==> src/rtl/dmem_access_arbiter.sv <==
// dmem_access_arbiter
//   Shares the asynchronous 512x8 data RAM (ram_512x8) between the pipeline
//   MEM stage (port P) and the loader/debug port (port L). A winner is picked
//   in IDLE, its request fields are latched, and the RAM pins are driven from
//   the latched copy for ACCESS_CYCLES cycles. Completion is a one-cycle
//   Ack. A misaligned request is either a one-cycle Fault or is aligned down,
//   depending on configuration.
//
// Configuration macro:
//   DMEM_ALIGN_CHECK_EN  defined   : misaligned half/word requests fault.
//                        undefined : no FAULT state, PFault/LFault tied low,
//                                    misaligned addresses are aligned down.
//
// Ports:
//   Clk, Reset            rising-edge clock, synchronous active-low reset
//   PReq/LReq ...         per-requester request, ReadWrite (1=load), Size,
//                         SignExtend, Address (byte), DataIn (store data)
//   PAck/LAck             one-cycle completion pulse
//   PFault/LFault         one-cycle misalignment pulse
//   RdData                registered load data, held until the next load
//   Busy                  high whenever the FSM is not IDLE
//   Mem*                  RAM Enable/ReadWrite/Size/SignExtend/Address/DataIn
//   MemDataOut            RAM read data
module dmem_access_arbiter #(
  parameter int ACCESS_CYCLES = 2,  // 1..7
  parameter int STARVE_LIMIT  = 4   // 1..15
) (
  input  logic        Clk,
  input  logic        Reset,
  input  logic        PReq,
  input  logic        PReadWrite,
  input  logic [1:0]  PSize,
  input  logic        PSignExtend,
  input  logic [8:0]  PAddress,
  input  logic [31:0] PDataIn,
  input  logic        LReq,
  input  logic        LReadWrite,
  input  logic [1:0]  LSize,
  input  logic        LSignExtend,
  input  logic [8:0]  LAddress,
  input  logic [31:0] LDataIn,
  output logic        PAck,
  output logic        LAck,
  output logic        PFault,
  output logic        LFault,
  output logic [31:0] RdData,
  output logic        Busy,
  output logic        MemEnable,
  output logic        MemReadWrite,
  output logic [1:0]  MemSize,
  output logic        MemSignExtend,
  output logic [8:0]  MemAddress,
  output logic [31:0] MemDataIn,
  input  logic [31:0] MemDataOut
);

`ifdef DMEM_ALIGN_CHECK_EN
  typedef enum logic [1:0] {IDLE, ACCESS, RESP, FAULT} state_t;
`else
  typedef enum logic [1:0] {IDLE, ACCESS, RESP} state_t;
`endif

  localparam logic [2:0] CNT_LAST   = 3'(ACCESS_CYCLES - 1);
  localparam logic [3:0] STARVE_MAX = 4'(STARVE_LIMIT);

  state_t      state, state_nxt;
  logic [2:0]  cyc_cnt;
  logic [3:0]  starve_cnt;
  logic        win_l;
  logic        lat_rw;
  logic [1:0]  lat_size;
  logic        lat_sext;
  logic [8:0]  lat_addr;
  logic [31:0] lat_data;
  logic [31:0] rd_data_q;

  // Arbitration: P has priority until L has watched STARVE_LIMIT P grants.
  logic        any_req, grant_l;
  logic        sel_rw, sel_sext;
  logic [1:0]  sel_size_raw, sel_size;
  logic [8:0]  sel_addr, sel_addr_al;
  logic [31:0] sel_data;

  assign any_req      = PReq | LReq;
  assign grant_l      = LReq & (~PReq | (starve_cnt == STARVE_MAX));
  assign sel_rw       = grant_l ? LReadWrite  : PReadWrite;
  assign sel_size_raw = grant_l ? LSize       : PSize;
  assign sel_sext     = grant_l ? LSignExtend : PSignExtend;
  assign sel_addr     = grant_l ? LAddress    : PAddress;
  assign sel_data     = grant_l ? LDataIn     : PDataIn;
  // Reserved size 11 is presented to the RAM as a word access.
  assign sel_size     = (sel_size_raw == 2'b11) ? 2'b10 : sel_size_raw;

`ifdef DMEM_ALIGN_CHECK_EN
  logic misaligned;
  assign misaligned  = ((sel_size == 2'b01) && sel_addr[0]) ||
                       ((sel_size == 2'b10) && (sel_addr[1:0] != 2'b00));
  // Faulting requests never reach the RAM, so the raw address is latched.
  assign sel_addr_al = sel_addr;
`else
  always_comb begin
    case (sel_size)
      2'b01:   sel_addr_al = {sel_addr[8:1], 1'b0};
      2'b10:   sel_addr_al = {sel_addr[8:2], 2'b00};
      default: sel_addr_al = sel_addr;
    endcase
  end
`endif

  // NOTE: every output of a combinational block gets a default first so that
  // no path through the case statement can infer a latch.
  always_comb begin
    state_nxt = state;
    case (state)
      IDLE: begin
        if (any_req) begin
`ifdef DMEM_ALIGN_CHECK_EN
          state_nxt = misaligned ? FAULT : ACCESS;
`else
          state_nxt = ACCESS;
`endif
        end
      end
      ACCESS:  if (cyc_cnt == CNT_LAST) state_nxt = RESP;
      RESP:    state_nxt = IDLE;
      default: state_nxt = IDLE;
    endcase
  end

  // NOTE: state is updated with non-blocking assignments so every register
  // in this block sees the pre-edge values of the others.
  always_ff @(posedge Clk) begin
    if (!Reset) begin
      // NOTE: the latched datapath registers are reset too, because they
      // drive the Mem* pins directly and those must read 0 after reset.
      state      <= IDLE;
      cyc_cnt    <= '0;
      starve_cnt <= '0;
      win_l      <= 1'b0;
      lat_rw     <= 1'b0;
      lat_size   <= '0;
      lat_sext   <= 1'b0;
      lat_addr   <= '0;
      lat_data   <= '0;
      rd_data_q  <= '0;
    end else begin
      state <= state_nxt;
      case (state)
        IDLE: begin
          if (!LReq || grant_l)
            starve_cnt <= '0;
          else if (starve_cnt != STARVE_MAX)
            starve_cnt <= starve_cnt + 4'd1;  // P granted over a pending L
          if (any_req) begin
            win_l    <= grant_l;
            lat_rw   <= sel_rw;
            lat_size <= sel_size;
            lat_sext <= sel_sext;
            lat_addr <= sel_addr_al;
            lat_data <= sel_data;
            cyc_cnt  <= '0;
          end
        end
        ACCESS: begin
          cyc_cnt <= cyc_cnt + 3'd1;
          if ((cyc_cnt == CNT_LAST) && lat_rw)
            rd_data_q <= MemDataOut;
        end
        default: ;
      endcase
    end
  end

  // RAM pins hold the last latched request while idle; only Enable drops.
  assign MemEnable     = (state == ACCESS);
  assign MemReadWrite  = lat_rw;
  assign MemSize       = lat_size;
  assign MemSignExtend = lat_sext;
  assign MemAddress    = lat_addr;
  assign MemDataIn     = lat_data;

  assign RdData = rd_data_q;
  assign Busy   = (state != IDLE);
  assign PAck   = (state == RESP) & ~win_l;
  assign LAck   = (state == RESP) &  win_l;
`ifdef DMEM_ALIGN_CHECK_EN
  assign PFault = (state == FAULT) & ~win_l;
  assign LFault = (state == FAULT) &  win_l;
`else
  assign PFault = 1'b0;
  assign LFault = 1'b0;
`endif

endmodule
==> config.mk <==
export PLATFORM = sky130hd
export DESIGN_NAME = dmem_access_arbiter
export DESIGN_NICKNAME = d
export VERILOG_FILES = /design/src/rtl/dmem_access_arbiter.sv
export SDC_FILE = /design/constraint.sdc
export NUM_CORES = 1
export LEC_CHECK = 0
export ABC_AREA = 1
export CORE_MARGIN = 4
export CORE_UTILIZATION = 61
export CTS_BUF_LIST = sky130_fd_sc_hd__clkbuf_8 sky130_fd_sc_hd__clkbuf_16
export DETAILED_ROUTE_END_ITERATION = 8
export DONT_BUFFER_PORTS = 1
export GPL_TIMING_DRIVEN = 0
export PLACE_DENSITY = 0.77
export SLEW_MARGIN = 20
export SYNTH_ARGS = -nofsm -noshare
export SYNTH_HDL_FRONTEND = slang
export SYNTH_SLANG_ARGS = --single-unit
==> constraint.sdc <==
create_clock -name Clk -period 3.1 [get_ports Clk]
set_input_delay 0.775 -clock Clk [delete_from_list [all_inputs] [get_ports Clk]]
set_output_delay 0.775 -clock Clk [all_outputs]
set_load 0.03 [all_outputs]
# == Yosys cells after proc, flatten, opt, wreduce, memory -nomap -nowiden ==
# Index checks and enable logic that the tools add are counted.
# op_classes
eq_ne,10
n_bitwise,7
n_mux,14
n_reduce_logical,12
add_sub_neg,2
# op_table
cell,count
2-to-1 mux 32 bit,1
AND reduction 2 bit,5
2-to-1 mux 9 bit,1
2-to-1 mux 2 bit,4
2-to-1 mux 4 bit,2
one-hot mux 2 bit (2 select lines),2
equality test 2 bit (second input constant),3
one-hot mux 3 bit (2 select lines),1
nonzero test 2 bit,3
adder 4 x 1 -> 4 bit (second input constant),1
equality test 2 x 1 -> 1 bit (second input constant),2
equality test 4 x 3 -> 1 bit (second input constant),1
!= test 4 x 3 -> 1 bit (second input constant),1
adder 3 x 1 -> 3 bit (second input constant),1
bitwise AND 1 bit,3
equality test 3 x 1 -> 1 bit (second input constant),1
2-to-1 mux 3 bit,1
logical NOT 2 bit,1
2-to-1 mux 1 bit,2
!= test 2 x 1 -> 1 bit (second input constant),1
!= test 2 bit (second input constant),1
NOT 1 bit,2
OR 1 bit,2
logical AND 1 bit,1
other kinds (2),2
# word_totals
output_inout_bits,83
regBits,87

# == Longest topological paths before layout ==
# Gate-level depths: netlist of run 1.
# depth
word_depth,8
ltp_mapped,12

# == Least setup slack after synthesis of run 1 ==
# No wires, ideal clock.
# synth_timing
path_kind,register -> output
start,reg state[1]
end,out PAck
t_arrival_ps,1099
path_slack_ps,1226
path_stages_with_launch,3
required_time_ps,2325
n_path_buf,0
path_cell_list,dfxtp_1 > inv_2 > nor3_1
# synth_between
elab_chain_len,2
# synth_lines
element,line,text
from (decl),66,"state_t state, state_nxt;"
from (signal assigned),147,state <= state_nxt;
equality test 2 bit,184,assign PAck = (state == RESP) & ~win_l;
bitwise AND 1 bit,184,
to (decl),42,"output logic PAck,"
# No other way between the ends.

# == Worst setup path in the final report of run 1 ==
# Ends and elaborated chain as after synthesis.

==> metrics, run 1 <==
Syn-to-layout area delta 8.202%; largest net degree at the start of global routing 15; Setup violations, final 0; Post-layout nets 650; TritonCTS clock tree done; endpoints failing hold 0; clock network power share 32.4%; setup TNS 0 ns; # port buffers 0; RSZ-0062 raised after global routing no; top cells by area, synth dfxtp_1, a21oi_1, o21ai_0, nor2_1, nand2_1; reg2reg path depth 9; post-synthesis sequential element count 87; hold_buf cts 0; die height 86.12 um; outcome complete, no violations; CTS Root Cell clkbuf_8; Slew HR 34.75%; Yosys cell types 29; filler instances 522; cell-internal power 1.723 mW; Inserted Clock Buffers 9; post-place instance area 3820 um2; number of global-route vias before repair 3162; clock buffer depth 2; met2 track demand over resource 44.08%; Seq pwr share 54.5%; aggregate global-route resource usage 24.98%; dpl hpwl 7.289 mm; Die Width 86.12 um; min Tclk post-route 2.352 ns; RR Endpoint MemDataIn[21]$_SDFFE_PN0P_; WHS 0.5086 ns; crit end category primary output; cell area after layout 4028 um2; antenna cells 0; Max VDD drop 376.4 uV; Crit-path slowest cell nor3_1; Leakage Power 1.673 nW; r2r setup slk 1.26 ns; skew final 0.007964 ns; Crit Path Max Fanout 3; placed cells 584; Sw Share 31.64%; top_reg_cell synth dfxtp_1; grt met1 use 26.55%; final worst-path cycle share 75.88%; DR vias 3279; syn avg cell area 7.327 um2; DP Worst Slack 1.058 ns; area leader, netlist dfxtp_1; Reg2Reg Launch Point starve_cnt[0]$_SDFFE_PN0P_; Worst setup endpoint PAck; required time of the worst setup path 2.32 ns; max-slew violations 0; Synth top area share 46.79%; worst skew pair latency 0.36 ns; PD cells 625.9 nW/um2; Cell Chain, Critical Path inv_2 -> nor3_1; Worst Setup Start Kind register; Worst-path clk slew 0.09 ns; sequential cell area 1742 um2; global route overflow 0; met3 Use GR 9.894%; P_sw 0.7976 mW; Routed Antenna Nets 0; I/O Pins 209; Yosys warning total 0; first-pass GRT wire length 14.79 mm; Mapped Cells 508; layout cells sized above 1 9.524%; worst hold path class register to register; critical path type register to primary output; placeable core area 5921 um2; DRC Markers 0; Worst-Margin Slew 0.9713 ns; Avg WL per Cell 15.78 um; Post-CTS Setup Bufs 0; DR pass1 iterations 4; combinational share of power 13.1%; Post-Route WL 9.470 mm; post-CTS sizing 0; Placer Congestion 0.7994; multi-input logic area 1584 um2; overall power 2.521 mW; ys async rst share 0%; Post-Synthesis Cell Area 3722 um2; Seq/Total Area, Yosys 46.79%; final worst slack 0.7476 ns; final core utilization 68.03%; initial antenna violation count 1; routed vias/inst 5.465; Worst Setup SP state[1]$_SDFFE_PN0P_; initial DRC count 110; FMAX 0.4251 GHz; Finished Layout Cells 600; Critical Path Max Stage Delay 0.75 ns; DIE AREA 7416 um2; Site Rows 28; CP Data Arrival Time 1.58 ns; grt peak-use layer met2; CTS H-tree lvls 3; initial core utilization 62.87%; max-cap violations 0; clk sink count 87; Post-synth EDFFs 0
## sequential cells by signal, summed over array words and instances, names as in the netlist, 2 cells and up
signal and count:
MemDataIn 32, RdData 32, MemAddress 9, starve_cnt 4, cyc_cnt 3, MemSize 2
state 2
## Yosys cell counts, types with 4 or more instances
master,number
inv_1,54
a21oi_1,81
a21oi_2,6
nand2_1,59
ha_1,4
buf_4,5
inv_2,4
o21ai_0,71
o21ai_1,6
nor2_1,76
clkbuf_1,18
nand3_1,6
dfxtp_1,87
buf_2,8
## power by group through the flow
| stage | clock network [mW] | registers (mW) | logic [mW] |
|---|---|---|---|
| after global placement | 0 | 1.40 | 0.318 |
| after CTS | 0.822 | 1.37 | 0.331 |
| after global routing | 0.870 | 1.38 | 0.383 |
| final | 0.817 | 1.37 | 0.331 |
| after detailed placement | 0 | 1.40 | 0.331 |
| after floorplan | 0 | 1.38 | 0.269 |
## worst max-delay path: cells and delay by family, from the launching register on
kind          cells  cell delay [ns]
flops             1             0.41
simple gates      1             0.75
buf+inv           1             0.07
## cells by family (layout without fill, tap and decap cells)
logic type | after synthesis | in the layout | share of synthesized area, %
xor gates and xnor gates | 3 | 3 | 0.7060
adders and majority gates | 4 | 4 | 1.345
DFF | 87 | 87 | 46.79
buffers and inverters | 94 | 110 | 10.76
and+or+nand+nor | 152 | 152 | 17.01
other | 1 | 2 | 0.1007
AOI/OAI and AO/OA | 167 | 167 | 23.29
## routing by layer
| layer | wire length [um] | vias to the layer above |
|---|---|---|
| met5 | 12 | - |
| met4 | 205 | 2 |
| met3 | 1076 | 21 |
| met2 | 4774 | 143 |
| met1 | 3401 | 1463 |
| li1 | - | 1650 |
## cell usage in the layout (no fill, tap or decap), types with 6 or more instances in the layout
| master | synthesis | routed |
|---|---|---|
| inv_1 | 54 | 54 |
| nand2_1 | 59 | 59 |
| a21oi_2 | 6 | 6 |
| clkbuf_8 | 0 | 11 |
| clkbuf_1 | 18 | 18 |
| o21ai_1 | 6 | 6 |
| nor2_1 | 76 | 76 |
| buf_2 | 8 | 8 |
| nand3_1 | 6 | 6 |
| a21oi_1 | 81 | 81 |
| dfxtp_1 | 87 | 87 |
| o21ai_0 | 71 | 71 |
## how the worst min path moves through the flow
stage	from	endpoint	cells past startpoint
4_1_cts	starve_cnt[1]$_SDFFE_PN0P_	starve_cnt[1]$_SDFFE_PN0P_	2
5_1_grt	cyc_cnt[0]$_SDFFE_PN0P_	cyc_cnt[0]$_SDFFE_PN0P_	1
3_5_place_dp	starve_cnt[1]$_SDFFE_PN0P_	starve_cnt[1]$_SDFFE_PN0P_	2
2_1_floorplan	cyc_cnt[0]$_SDFFE_PN0P_	cyc_cnt[0]$_SDFFE_PN0P_	1
3_3_place_gp	cyc_cnt[0]$_SDFFE_PN0P_	cyc_cnt[0]$_SDFFE_PN0P_	1
6_report	cyc_cnt[0]$_SDFFE_PN0P_	cyc_cnt[0]$_SDFFE_PN0P_	1
## area by class of cell
class / count / share of cell area (%)
sequential: 87 / 43.24
multi-input combinational: 328 / 39.33
inverter: 58 / 5.405
buffer: 36 / 4.536
clock buffer: 11 / 3.759
tap: 75 / 2.330
clock inverter: 5 / 1.398
Power figures use the tool's default switching activity.
==> inputs of run 2 (changes only) <==
- clock period: 3.1 -> 2.25 ns (I/O delays scaled with it)
==> results of run 2 <==
The final DEF is identical to that of run 1. Status: complete, no violations.
Among the figures that moved: setup slack after placement 1.058 ns -> 0.4206 ns; setup slack after layout 0.7476 ns -> 0.1101 ns; hold slack 0.5086 ns -> 0.3685 ns; register-to-register setup slack 1.26 ns -> 0.41 ns; end point of the worst hold path cyc_cnt[0]$_SDFFE_PN0P_ -> RdData[14]$_SDFFE_PN0P_; total power 2.521 mW -> 3.473 mW; worst IR drop on VDD 376.4 uV -> 518.6 uV
==> inputs of run 3 (changes only) <==
- clock period: 2.25 -> 2.8 ns (I/O delays scaled with it)
==> results of run 3 <==
The final DEF is identical to that of run 1. Status: complete, no violations.
Among the figures that moved: setup slack after placement 1.058 ns -> 0.8331 ns; setup slack after layout 0.7476 ns -> 0.5226 ns; hold slack 0.5086 ns -> 0.5060 ns; register-to-register setup slack 1.26 ns -> 0.96 ns; end point of the worst hold path cyc_cnt[0]$_SDFFE_PN0P_ -> RdData[14]$_SDFFE_PN0P_; total power 2.521 mW -> 2.791 mW; worst IR drop on VDD 376.4 uV -> 416.7 uV
==> RTL change, RTL diff (settings of run 2) <==
Build with the macro `DMEM_ALIGN_CHECK_EN` defined.
--- a/src/rtl/dmem_access_arbiter.sv
+++ b/src/rtl/dmem_access_arbiter.sv
@@ -22,4 +22,6 @@
 //   Mem*                  RAM Enable/ReadWrite/Size/SignExtend/Address/DataIn
 //   MemDataOut            RAM read data
+`define DMEM_ALIGN_CHECK_EN
+
 module dmem_access_arbiter #(
   parameter int ACCESS_CYCLES = 2,  // 1..7
Behaviour: not the same (Yosys sat finds a counterexample within 4 cycles, from zero or initial values and one cycle with Reset low).
==> RTL change against run 2 <==
Hold slack worse by 0.00080 ns. Synthesized area is 10% higher. Worst setup slack lost 0.071 ns. Combinational power up 75%. First-iteration DRC count shrank 9.1%. Design area grew 9.7%. Total power grew 20%. Non-clock buffer count decreased by 2. Wire length rose by 13%. Synthesized cell count increased by 2.2%. Sequential cell count unchanged. Critical path type unchanged. Highest routed layer is now met4.
==> RTL change: results (changes against run 2) <==
\begin{tabular}{lr}
\hline
Metric & Value \\
\hline
\multicolumn{2}{l}{\textbf{Global routing}} \\
Number of global-route vias before repair & 3302 (was 3162) \\
Total global routing track utilization & 0.260 (was 0.250) \\
Maximum number of pins on one net before global-route repair & 16 (was 15) \\
Number of antenna violations at the first check in global routing & 0 (was 1) \\
First-pass GRT wire length & 17000 um (was 14800 um) \\
\multicolumn{2}{l}{\textbf{Synthesis}} \\
Cells taking the most area after synthesis & dfxtp\_1, nand2\_1, nor2\_1 (was dfxtp\_1, a21oi\_1, o21ai\_0) \\
Proportion of synthesized chip area in sequential cells & 0.425 (was 0.468) \\
Cell types with the highest counts after synthesis & nand2\_1, dfxtp\_1, nor2\_1 (was dfxtp\_1, a21oi\_1, nor2\_1) \\
Gate count after technology mapping & 519 (was 508) \\
\multicolumn{2}{l}{\textbf{Worst setup path}} \\
Cell count of the worst reg-to-reg path & 10 (was 9) \\
Critical path fanouts, max & 7 (was 3) \\
Peak per-stage delay on the critical path & 0.72 ns (was 0.75 ns) \\
Arrival time of data at the critical path endpoint & 1.65 ns (was 1.58 ns) \\
\multicolumn{2}{l}{\textbf{Final layout}} \\
Fraction of final layout cells with drive strength greater than 1 & 0.193 (was 0.0952) \\
Count of filler cells inserted in the layout & 535 (was 522) \\
Net count of the finished layout & 660 (was 650) \\
\multicolumn{2}{l}{\textbf{Outcome}} \\
Run status & finished clean (unchanged) \\
\multicolumn{2}{l}{\textbf{Drt}} \\
Iteration-0 DRC Markers & 100 (was 110) \\
Total length of routed wires & 10700 um (was 9470 um) \\
Mean number of vias per cell & 5.58 (was 5.47) \\
Routed via count & 3417 (was 3279) \\
\multicolumn{2}{l}{\textbf{Clock network}} \\
Largest buffer count on any clock path & 2 (unchanged) \\
H-tree depth & 3 (unchanged) \\
\multicolumn{2}{l}{\textbf{Power}} \\
Reported net switching power & 1.51 mW (was 1.10 mW) \\
Power density normalized to cell area & 941 nW/um2 (was 862 nW/um2) \\
Leakage power of the design & 2.03 nW (was 1.67 nW) \\
Post-route total power & 4.16 mW (was 3.47 mW) \\
Largest vdd supply drop & 0.507 mV (was 0.519 mV) \\
\multicolumn{2}{l}{\textbf{STA}} \\
Slew at the pin with the worst max-slew slack & 0.924 ns (was 0.971 ns) \\
Clock Skews & 0.0123 ns (was 0.00796 ns) \\
\multicolumn{2}{l}{\textbf{Placed design}} \\
Area after detailed placement & 4200 um2 (was 3820 um2) \\
Global placer's final weighted congestion & 0.764 (was 0.799) \\
\# placed instances & 596 (was 584) \\
Setup WS pre-CTS & 0.405 ns (was 0.421 ns) \\
DPL Wire Length & 8260 um (was 7290 um) \\
\hline
\end{tabular}
[RTL change: cell count changes after synthesis, sizes merged, moves of 10 or more]
cell,before,now
a21oi,87,7
clkbuf,21,11
nand2,62,107
nand3,6,46
o211ai,0,45
o21ai,77,38
[RTL change: critical path, delay by kind of cell, from the launching register on]
| kind | cells | cell delay, ns |
|---|---|---|
| buffers and inverters | 1 | 0.10 |
| and+or+nand+nor | 1 | 0.72 |
| DFF | 1 | 0.49 |
[RTL change: area by class of cell]
cell class                 instances  area share
buffer                            34      0.0598
clock buffer                       9      0.0280
clock inverter                     7      0.0218
inverter                          65      0.0564
multi-input combinational        333       0.418
sequential                        87       0.394
tap                               77      0.0218
[RTL change: logic make-up after synthesis]
family                     Yosys count  synth area share
AOI/OAI and AO/OA                   91             0.164
DFF                                 87             0.425
and+or+nand+nor                    235             0.268
adders and majority gates            4            0.0122
buffers and inverters               99             0.125
xor gates and xnor gates             3           0.00641
[RTL change: power by group through the flow]
stage | logic (mW) | clock network, mW | registers, mW
6_report | 0.798 | 1.20 | 2.16
5_1_grt | 0.893 | 1.29 | 2.18
4_1_cts | 0.799 | 1.22 | 2.16
3_5_place_dp | 0.796 | 0 | 2.19
3_3_place_gp | 0.768 | 0 | 2.19
2_1_floorplan | 0.666 | 0 | 2.14
[RTL change: what timing repair did]
item,CTS,global route
gates resized for setup,0,0
setup buffers,0,0
setup endpoints to repair,0,2
[RTL change: path summary, 6_finish.rpt]
| path | startpoint | endpoint | slack [ns] |
|---|---|---|---|
| worst min register to register | cyc_cnt[1] | cyc_cnt[1] | 0.52 |
| worst max register to register | starve_cnt[0] | MemDataIn[6] | 0.52 |
| worst max-delay path | state[0] | LFault | 0.04 |
| worst min-delay path | MemDataOut[29] | RdData[29] | 0.37 |
[RTL change: per-layer routing]
metal	wire, um	GRT usage	share of wire
met5	0	0	0
met2	5350	0.459	0.50
met1	4080	0.293	0.38
met4	153	0.0880	0.014
met3	1130	0.0876	0.11
